**src/rtl/inst_fetch_mem_pkg.sv**
```systemverilog
// Shared constants for the instruction fetch memory: default fault word and the
// response-slot state encoding.
package inst_fetch_mem_pkg;

   localparam logic [31:0] NOP_WORD_DEF = 32'h0000_0000;

   typedef enum logic {
      EMPTY = 1'b0,
      FULL  = 1'b1
   } fetch_state_e;

endpackage

```
**src/rtl/imem_array.sv**
```systemverilog
// Instruction storage: one synchronous write port and one registered read port.
// Contents are never reset.
module imem_array #(
   parameter int unsigned DATA_W = 32,
   parameter int unsigned DEPTH  = 32
) (
   input  logic                     clk,
   input  logic                     we,
   input  logic [$clog2(DEPTH)-1:0] waddr,
   input  logic [DATA_W-1:0]        wdata,
   input  logic                     re,
   input  logic [$clog2(DEPTH)-1:0] raddr,
   output logic [DATA_W-1:0]        rdata
);

   logic [DATA_W-1:0] mem [DEPTH];
   logic [DATA_W-1:0] rdata_q;

   always_ff @(posedge clk) begin
      if (we) begin
         mem[waddr] <= wdata;
      end
   end

   // Read data only changes on a read, so a held response stays stable.
   always_ff @(posedge clk) begin
      if (re) begin
         rdata_q <= mem[raddr];
      end
   end

   assign rdata = rdata_q;

endmodule

```
**src/rtl/inst_fetch_mem.sv**
```systemverilog
// Instruction fetch memory: valid/ready request in, one-cycle registered response out,
// with alignment/range fault decode and a program-load write port.
module inst_fetch_mem
   import inst_fetch_mem_pkg::*;
#(
   parameter int unsigned       DATA_W    = 32,
   parameter int unsigned       DEPTH     = 32,
   parameter logic [31:0]       BASE_ADDR = 32'h0,
   parameter logic [DATA_W-1:0] NOP_WORD  = NOP_WORD_DEF
) (
   input  logic                     Clk,
   input  logic                     Clrn,
   input  logic                     ReqValid,
   output logic                     ReqReady,
   input  logic [31:0]              Addr,
   output logic                     RspValid,
   input  logic                     RspReady,
   output logic [DATA_W-1:0]        Inst,
   output logic                     Fault,
   input  logic                     LdEn,
   input  logic [$clog2(DEPTH)-1:0] LdAddr,
   input  logic [DATA_W-1:0]        LdData
);

   localparam int unsigned AW          = $clog2(DEPTH);
   localparam logic [29:0] DEPTH_WORDS = 30'(DEPTH);

   fetch_state_e      state_q, state_d;
   logic              fault_q;
   logic              fault_d;
   logic              full;
   logic              accept;
   logic [32:0]       offset;
   logic [AW-1:0]     word_idx;
   logic [DATA_W-1:0] rd_data;
   logic              unused_offset_lsb;

   // Extra top bit is the borrow: set when Addr lies below BASE_ADDR.
   assign offset            = {1'b0, Addr} - {1'b0, BASE_ADDR};
   assign word_idx          = offset[AW+1:2];
   assign unused_offset_lsb = ^offset[1:0];
   assign fault_d           = (Addr[1:0] != 2'b00) | offset[32] | (offset[31:2] >= DEPTH_WORDS);

   assign full     = (state_q == FULL);
   assign ReqReady = (!full | RspReady) & !LdEn;
   assign accept   = ReqValid & ReqReady;

   imem_array #(
      .DATA_W (DATA_W),
      .DEPTH  (DEPTH)
   ) u_imem (
      .clk   (Clk),
      .we    (LdEn),
      .waddr (LdAddr),
      .wdata (LdData),
      .re    (accept & !fault_d),
      .raddr (word_idx),
      .rdata (rd_data)
   );

   always_ff @(posedge Clk or negedge Clrn) begin
      if (!Clrn) begin
         state_q <= EMPTY;
      end else begin
         state_q <= state_d;
      end
   end

   always_ff @(posedge Clk or negedge Clrn) begin
      if (!Clrn) begin
         fault_q <= 1'b0;
      end else if (accept) begin
         fault_q <= fault_d;
      end
   end

   always_comb begin
      state_d = state_q;
      case (state_q)
         EMPTY:   if (accept) state_d = FULL;
         FULL:    if (!accept && RspReady) state_d = EMPTY;
         default: state_d = EMPTY;
      endcase
   end

   always_comb begin
      RspValid = full;
      Fault    = full & fault_q;
      Inst     = NOP_WORD;
      if (full && !fault_q) begin
         Inst = rd_data;
      end
   end

endmodule

```
**config.mk**
```make
export PLATFORM = sky130hd
export DESIGN_NAME = inst_fetch_mem
export DESIGN_NICKNAME = d
export VERILOG_FILES = /design/src/rtl/inst_fetch_mem_pkg.sv /design/src/rtl/imem_array.sv /design/src/rtl/inst_fetch_mem.sv
export SDC_FILE = /design/constraint.sdc
export NUM_CORES = 1
export LEC_CHECK = 0
export CAP_MARGIN = 20
export CELL_PAD_IN_SITES_DETAIL_PLACEMENT = 1
export CELL_PAD_IN_SITES_GLOBAL_PLACEMENT = 1
export CORE_MARGIN = 2
export CORE_UTILIZATION = 56
export CTS_CLUSTER_SIZE = 10
export DETAILED_ROUTE_END_ITERATION = 12
export PLACE_DENSITY_LB_ADDON = 0.3
export SLEW_MARGIN = 20
export SYNTH_ARGS = -nofsm -noshare
export SYNTH_HDL_FRONTEND = slang
export SYNTH_SLANG_ARGS = --single-unit
```
**constraint.sdc**
```tcl
create_clock -name Clk -period 7.9 [get_ports Clk]
set_clock_uncertainty 0.2 [all_clocks]
set_input_delay 0.79 -clock Clk [delete_from_list [all_inputs] [get_ports Clk]]
set_output_delay 0.79 -clock Clk [all_outputs]
set_load 0.005 [all_outputs]
```
=== Yosys cells after proc, flatten, opt, wreduce, memory -nomap -nowiden ===
Memories as Yosys holds them, arrays and structs flattened. A register that Yosys moved wholly into a read port is not among the register bits.
Cells that the tools add are included.

* Memories: 1
* Output and inout bits: 35
* Bits in registers: 2
* Input port bits: 74
* RAM bits: 1,024
* Word-level logic and storage cells: 25

{| class="wikitable"
|+ Memory list
! memory !! words !! width !! read ports !! clocked after memory_dff !! wr ports !! line !! source
|-
| u_imem.mem || 32 || 32 || 1 || 1 || 1 || imem_array.sv:16 || <nowiki>logic [DATA_W-1:0] mem [DEPTH];</nowiki>
|}

* Multiplexer cells: 6
* Bitwise operators: 7
* Reductions and logical operators: 8
* Order comparisons: 1

{| class="wikitable"
|+ Operator list
! operator !! number
|-
| $mux W32 || 1
|-
| $ge A30 B6 Y1 const B || 1
|-
| $logic_not A1 Y1 || 5
|-
| $and A1 B1 Y1 || 4
|-
| $mux W1 || 4
|-
| $logic_and A1 B1 Y1 || 2
|-
| $or A1 B1 Y1 || 2
|-
| $pmux W1 S2 || 1
|-
| $reduce_bool A2 Y1 || 1
|-
| $not A1 Y1 || 1
|}

=== Depth between registers and ports, before layout ===
Gate-level depths: netlist of run 1.

* Word-level depth: 8
* Gate-level depth with buffers: 8
* Gate-level depth less buffers: 5

=== Hierarchy ===
From an unflattened synthesis of run 1, not the netlist that was laid out.

* Cell total of the unflattened synthesis: 2,316
* Area, all modules: 41,209.5 sq um

{| class="wikitable"
|+ By module, submodules not included
! module !! area each (sq um) !! instances !! cells each !! sequential area each (sq um)
|-
| imem_array || 40,805.4 || 1 || 2,260 || 31,710.4
|-
| inst_fetch_mem || 404.1 || 1 || 56 || 50.0
|}

=== Worst setup path before layout of run 1 ===
Ideal clock, no wire load.

* Kind: input port to flip-flop
* Start: in Addr[16]
* End: reg u_imem.rdata_q[0] (netlist: u_imem.rdata[0]) (read register of u_imem.mem) (enable)
* Required time: 7,195 ps
* Arrival time: 4,422 ps
* Path slack: 2,774 ps
* Buffers on the path: 0
* Cell stages on the path: 3
* Library setup time: 505 ps
* Path through: nor4_1 > nand4_1 > nor4_1

* Longest elaborated chain between the ends: 4

{| class="wikitable"
|+ Ends and longest elaborated chain
! element !! line !! source
|-
| start, declared || inst_fetch_mem.sv:15 || <nowiki>input logic [31:0] Addr,</nowiki>
|-
| $ge A30 B6 Y1 || inst_fetch_mem.sv:42 || <nowiki>assign fault_d = (Addr[1:0] != 2'b00) | offset[32] | (offset[31:2] >= DEPTH_WORDS);</nowiki>
|-
| $or A1 B1 Y1 || inst_fetch_mem.sv:42 ||
|-
| $logic_not A1 Y1 || inst_fetch_mem.sv:56 || <nowiki>.re (accept & !fault_d),</nowiki>
|-
| $and A1 B1 Y1 || inst_fetch_mem.sv:56 ||
|-
| net u_imem.re || imem_array.sv:11 || <nowiki>input logic re,</nowiki>
|-
| end, declared || imem_array.sv:17 || <nowiki>logic [DATA_W-1:0] rdata_q;</nowiki>
|}

The timed path passes the listed nets, and every way through them passes these cells.
A chain may end at the register's enable or synchronous reset.

=== Worst setup path after layout of run 1 ===
* Start: in LdEn
* End: mem u_imem.mem[15][19] (enable)

* Longest elaborated chain between the ends: 2

{| class="wikitable"
|+ Ends and longest elaborated chain
! element !! line !! source
|-
| start, declared || inst_fetch_mem.sv:20 || <nowiki>input logic LdEn,</nowiki>
|-
| $mux W1 || imem_array.sv:20 || <nowiki>if (we) begin</nowiki>
|-
| $mux W1 (not written as such) || imem_array.sv:21 || <nowiki>mem[waddr] <= wdata;</nowiki>
|-
| end, declared || imem_array.sv:16 ||
|}

Every way passes these cells.

==> impl_metrics.env, run 1 <==
export IMPL_status="complete, no violations"
export IMPL_arrival_ns=3.62
export IMPL_start_kind="input port"
export IMPL_place_gp_congestion=0.7732
export IMPL_cts_tree="built"
export IMPL_synth_edf_count=1056
export IMPL_clk_pin_slew_ns=0.05
export IMPL_cts_setup_buffers=0
export IMPL_cp_max_fo=18
export IMPL_vias_per_cell=6.613
export IMPL_dp_cells=3299
export IMPL_period_share_pct=44.64
export IMPL_yosysWarnings=0
export IMPL_io_buffers=108
export IMPL_ir_drop_uv=167.8
export IMPL_tightest_slew_ns=1.100
export IMPL_required_ns=7.99
export IMPL_ys_flop_type="edfxtp_1"
export IMPL_design_area_um2=46380
export IMPL_slew_viol_final=0
export IMPL_die_w_um=275.1
export IMPL_reg2reg_slack_ns=5.49
export IMPL_cts_buffers=116
export IMPL_die_y_um=275.1
export IMPL_hold_viol_final=0
export IMPL_ant_nets=0
export IMPL_clk_path_buf_depth=3
export IMPL_fin_util_pct=63.68
export IMPL_clockRootBuffer="clkbuf_16"
export IMPL_synth_area_leaders="edfxtp_1, mux2i_1, a22oi_1, a22o_1, a21oi_1"
export IMPL_path_cells="clkdlybuf4s50_1, nand3_1, nor2_4, buf_4"
export IMPL_synth_top_cell_by_area="edfxtp_1"
export IMPL_path_class="input port to register"
export IMPL_die_area_um2=75700
export IMPL_yosys_register_bits=1058
export IMPL_cp_slowest_stage_delay_ns=0.89
export IMPL_rsz0062_at_grt="no"
export IMPL_vias=22767
export IMPL_fp_row_count=99
export IMPL_synthAdderAreaFrac_pct=0
export IMPL_syn_inst=2316
export IMPL_r2r_start="RspValid$_DFF_PN0_"
export IMPL_ys_types=28
export IMPL_power_leakage_nw=15.95
export IMPL_dpl_worst_slack_ns=3.781
export IMPL_final_fill_count=6177
export IMPL_synth_compound_area_share_pct=4.802
export IMPL_drtIter0Drc=2510
export IMPL_clk_latency_ns=0.69
export IMPL_cts_resized=0
export IMPL_yosys_cell_count_top_type="edfxtp_1"
export IMPL_dp_hpwl_um=60390
export IMPL_worst_setup_path_end_kind="register"
export IMPL_grt_max_degree=129
export IMPL_synth_top_family_by_area="multiplexers"
export IMPL_nets=2532
export IMPL_htreeDepth=3
export IMPL_ios=109
export IMPL_drive_gt1_share_pct=9.702
export IMPL_power_density_nw_per_um2=249.2
export IMPL_synth_top_area_share_pct=77.02
export IMPL_synth_xor_area_share_pct=0
export IMPL_grt_pass1_wl_um=165400
export IMPL_finalSetupViolCount=0
export IMPL_dpl_instance_area_um2=43380
export IMPL_grt_overflow=0
export IMPL_area_delta_synth_final_pct=12.65
export IMPL_grt_pass1_vias=24061
export IMPL_slowest_stage="nor2_4"
export IMPL_max_slew_margin_pct=26.43
export IMPL_synth_common_cells="edfxtp_1, mux2i_1, nand2_1"
export IMPL_max_freq_mhz=283.6
export IMPL_synth_cell_area_um2=41170
export IMPL_cts_hold_buf=0
export IMPL_tns_ns=0
export IMPL_grt_usage_pct=30.65
export IMPL_finalCriticalPeriod_ns=3.527
export IMPL_antenna_found_initial=8
export IMPL_rr_endpoint="u_imem.rdata[19]$_DFFE_PP_"
export IMPL_synth_fp_nets=2390
export IMPL_muxShareOfSynthArea_pct=12.45
export IMPL_dr_pass1_iters=6
export IMPL_finalNonFillerCells=3443
export IMPL_hold_path_class="input port to async pin"
export IMPL_core_area_um2=72830
export IMPL_cts_sinks=1058
export IMPL_drv_cap=0
export IMPL_synth_seq_area_share_pct=77.15
export IMPL_drc=0
export IMPL_reg2reg_depth=4
export IMPL_fin_ws_ns=4.373
export IMPL_wirelength_um=115600
export IMPL_avgRoutedWirePerCell_um=33.57
export IMPL_n_antenna_cell=0
export IMPL_start_util_pct=56.52
export IMPL_synth_simple_area_share_pct=3.720
export IMPL_avgSynthCellArea_um2=17.78
export IMPL_synthArstFlopShare_pct=0.1890
[power breakdown]
| group | internal, W | leakage [nW] | switching (W) | total [W] |
|---|---|---|---|---|
| Clock | 0.00266 | 1.52 | 0.00204 | 0.00470 |
| Combinational | 0.000189 | 4.89 | 0.000395 | 0.000584 |
| Sequential | 0.00625 | 9.53 | 0.0000204 | 0.00627 |
[worst max path at each step]
stage | from | cells after the start | slack, ns | endpoint
global route | RspValid$_DFF_PN0_ | 5 | 4.33 | Inst[12]
global placement | LdEn | 4 | 3.87 | u_imem.mem[15][16]$_DFFE_PP_
finish | LdEn | 4 | 4.37 | u_imem.mem[15][19]$_DFFE_PP_
floorplan | Addr[16] | 3 | 2.77 | u_imem.rdata[0]$_DFFE_PP_
detailed placement | LdEn | 4 | 3.78 | u_imem.mem[15][17]$_DFFE_PP_
CTS | RspValid$_DFF_PN0_ | 5 | 4.40 | Inst[12]
[cell usage in the layout (no fill, tap or decap), types with 40 or more instances in the layout]
| cell type | Yosys | routed |
|---|---|---|
| nand3_1 | 98 | 98 |
| mux2i_1 | 512 | 512 |
| a22o_1 | 64 | 64 |
| clkdlybuf4s50_1 | 0 | 82 |
| edfxtp_1 | 1056 | 1056 |
| a21oi_1 | 98 | 98 |
| buf_4 | 31 | 40 |
| a22oi_1 | 96 | 96 |
| nand2_1 | 100 | 99 |
| clkbuf_16 | 0 | 119 |
[through the flow]
stage	hold WS, ns	total power, W
after floorplan	0.2765	0.006703
after global placement	0.3140	0.006933
after detailed placement	0.3309	0.006966
after CTS	0.04933	0.01160
after global routing	0.06496	0.01182
final	0.07849	0.01156
[area by class of cell]
type	count	area (µm²)	area share, %
Inverter	2	7.507	0.01619
Timing Repair Buffer	154	1381	2.978
Clock buffer	139	3053	6.583
Tap cell	959	1200	2.587
Multi-Input combinational cell	1126	8925	19.24
Clock inverter	5	51.30	0.1106
Sequential cell	1058	31760	68.48
[logic make-up (layout without fill, tap and decap cells)]
family | count (synthesis) | in the layout
flops | 1058 | 1058
simple gates | 323 | 323
buf+inv | 132 | 300
mux | 512 | 512
compound gates | 291 | 291
[flip-flops by register name, indices dropped and copies added (netlist names)]
signal,flops
u_imem.mem,1024
u_imem.rdata,32
RspValid,1
fault_q,1
[critical path, delay by kind of cell]
kind,cells,cell delay [ns]
buf+inv,2,1.16
simple gates,2,1.65
[metal layers]
layer	up-vias	track usage, %	routed length [µm]
li1	9437	-	-
met4	14	11.18	3822
met3	250	6.066	9380
met5	-	0	91
met1	11882	40.91	45500
met2	1184	50.48	56770
No activity file was read; power rests on OpenSTA's default activity.
==> run 2: changes to the inputs <==
Settings changed: CORE_UTILIZATION 56 to 53.
Clock period 7.9 ns to 3.6 ns, I/O delays scaled along.
==> impl_metrics.env, run 2 (synthesis gave the netlist of run 1 again) <==
export IMPL_clk_path_buf_depth=3
export IMPL_final_fill_count=6592
export IMPL_dp_cells=3455
export IMPL_finalSetupViolCount=0
export IMPL_dpl_instance_area_um2=44480
export IMPL_ir_drop_uv=442.4
export IMPL_required_ns=3.04
export IMPL_power_leakage_nw=16.44
export IMPL_grt_pass1_vias=24709
export IMPL_cts_sinks=1058
export IMPL_drc=0
export IMPL_finalCriticalPeriod_ns=2.943
export IMPL_grt_overflow=0
export IMPL_die_w_um=282.7
export IMPL_arrival_ns=2.38
export IMPL_regMostFlops="u_imem.mem"
export IMPL_clk_pin_slew_ns=0.05
export IMPL_vias_per_cell=6.405
export IMPL_max_freq_mhz=339.8
export IMPL_drv_cap=0
export IMPL_drive_gt1_share_pct=12.24
export IMPL_period_share_pct=81.74
export IMPL_hold_path_class="input port to register"
export IMPL_io_buffers=108
export IMPL_reg2reg_slack_ns=1.56
export IMPL_clockRootBuffer="clkbuf_16"
export IMPL_vias=23038
export IMPL_place_gp_congestion=0.8178
export IMPL_final_common_cell="edfxtp_1"
export IMPL_start_util_pct=53.32
export IMPL_path_class="register to output pin"
export IMPL_n_antenna_cell=0
export IMPL_holdWs_ns=0.01197
export IMPL_die_y_um=282.7
export IMPL_start_kind="register"
export IMPL_cp_max_fo=32
export IMPL_worst_setup_path_end_kind="output pin"
export IMPL_power_density_nw_per_um2=535.8
export IMPL_cts_buffers=116
export IMPL_min_delay_start="LdData[15]"
export IMPL_hold_viol_final=0
export IMPL_grt_max_degree=50
export IMPL_rsz0062_at_grt="no"
export IMPL_wirelength_um=118800
export IMPL_r2r_start="RspValid$_DFF_PN0_"
export IMPL_tns_ns=0
export IMPL_status="complete, no violations"
export IMPL_holdPathStages=1
export IMPL_fp_row_count=102
export IMPL_largest_reg_flops=1024
export IMPL_fin_util_pct=61.52
export IMPL_finalNonFillerCells=3597
export IMPL_rr_endpoint="u_imem.rdata[8]$_DFFE_PP_"
export IMPL_grt_pass1_wl_um=170500
export IMPL_htreeDepth=3
export IMPL_layout_common_cells="edfxtp_1, mux2i_1, clkbuf_16, nand2_1"
export IMPL_cts_tree="built"
export IMPL_slew_viol_final=0
export IMPL_design_area_um2=47500
export IMPL_grt_usage_pct=29.89
export IMPL_max_slew_margin_pct=24.54
export IMPL_die_area_um2=79920
export IMPL_dp_hpwl_um=67820
export IMPL_area_delta_synth_final_pct=15.39
export IMPL_core_area_um2=77210
export IMPL_clk_latency_ns=0.68
export IMPL_reg2reg_depth=4
export IMPL_tightest_slew_ns=1.128
export IMPL_dr_pass1_iters=5
export IMPL_cts_resized=0
export IMPL_nets=2608
export IMPL_avgRoutedWirePerCell_um=33.04
export IMPL_ant_nets=0
export IMPL_hold_end="u_imem.mem[19][15]$_DFFE_PP_"
export IMPL_ios=109
export IMPL_drtIter0Drc=2556
export IMPL_antenna_found_initial=6
==> run 2: cell count changes in the layout (fill, tap and decap cells not counted), moves of 3 or more <==
cell             delta
buf_12             +33
buf_2               -3
buf_4              +42
clkbuf_1            -4
clkdlybuf4s50_1     +3
clkinv_8            +3
inv_6               -3
==> run 2: how the worst max path moves through the flow <==
stage / start / cells after the start / to / slack [ns]
2_1_floorplan: Addr[16] / 3 / u_imem.rdata[0]$_DFFE_PP_ / 0.27
3_3_place_gp: Addr[2] / 7 / u_imem.rdata[21]$_DFFE_PP_ / 0.59
3_5_place_dp: Addr[2] / 7 / u_imem.rdata[12]$_DFFE_PP_ / 0.47
4_1_cts: RspValid$_DFF_PN0_ / 5 / Inst[4] / 0.62
5_1_grt: RspValid$_DFF_PN0_ / 5 / Inst[0] / 0.56
6_report: RspValid$_DFF_PN0_ / 5 / Inst[0] / 0.66
==> run 2: area by class of cell <==
type | instances | area (µm²) | share of cell area, %
tap | 1040 | 1301 | 2.739
clock inverter | 4 | 52.55 | 0.1106
sequential | 1058 | 31760 | 66.86
clock buffer | 137 | 3077 | 6.477
multi-input combinational | 1126 | 8924 | 18.78
timing repair buffer | 230 | 2382 | 5.015
inverter | 2 | 7.507 | 0.01580
==> run 2: critical path, cell delays in order, from the launching register on <==
cell and delay [ns]:
dfrtp_1 0.40, inv_1 0.08, nor2_2 0.08, buf_4 0.35
and2_1 0.24, clkdlybuf4s50_1 0.54
==> run 2: metal layers <==
| layer | global-route usage (%) | wire length, µm | up-vias |
|---|---|---|---|
| met3 | 4.495 | 8356 | 262 |
| met4 | 11.44 | 4438 | 6 |
| met5 | 0 | 37 | - |
| li1 | - | - | 9575 |
| met2 | 50.06 | 59000 | 1115 |
| met1 | 39.78 | 47010 | 12080 |
==> run 2: timing repair <==
item,4_1_cts,5_1_grt
hold buffers,1,0
setup buffers,0,0
hold endpoints to repair,2,0
==> run 2: stage by stage <==
step                      worst slack, ns  total power [W]
final                              0.6572          0.02545
after global routing               0.5605          0.02604
after CTS                          0.6184          0.02557
after detailed placement           0.4732          0.01536
after global placement             0.5867          0.01528
after floorplan                    0.2677          0.01471
==> run 2: power breakdown <==
group,switching [W],internal (W)
clock,0.00445,0.00589
combinational,0.000888,0.000470
sequential,0.0000440,0.0137
total,0.00538,0.0201
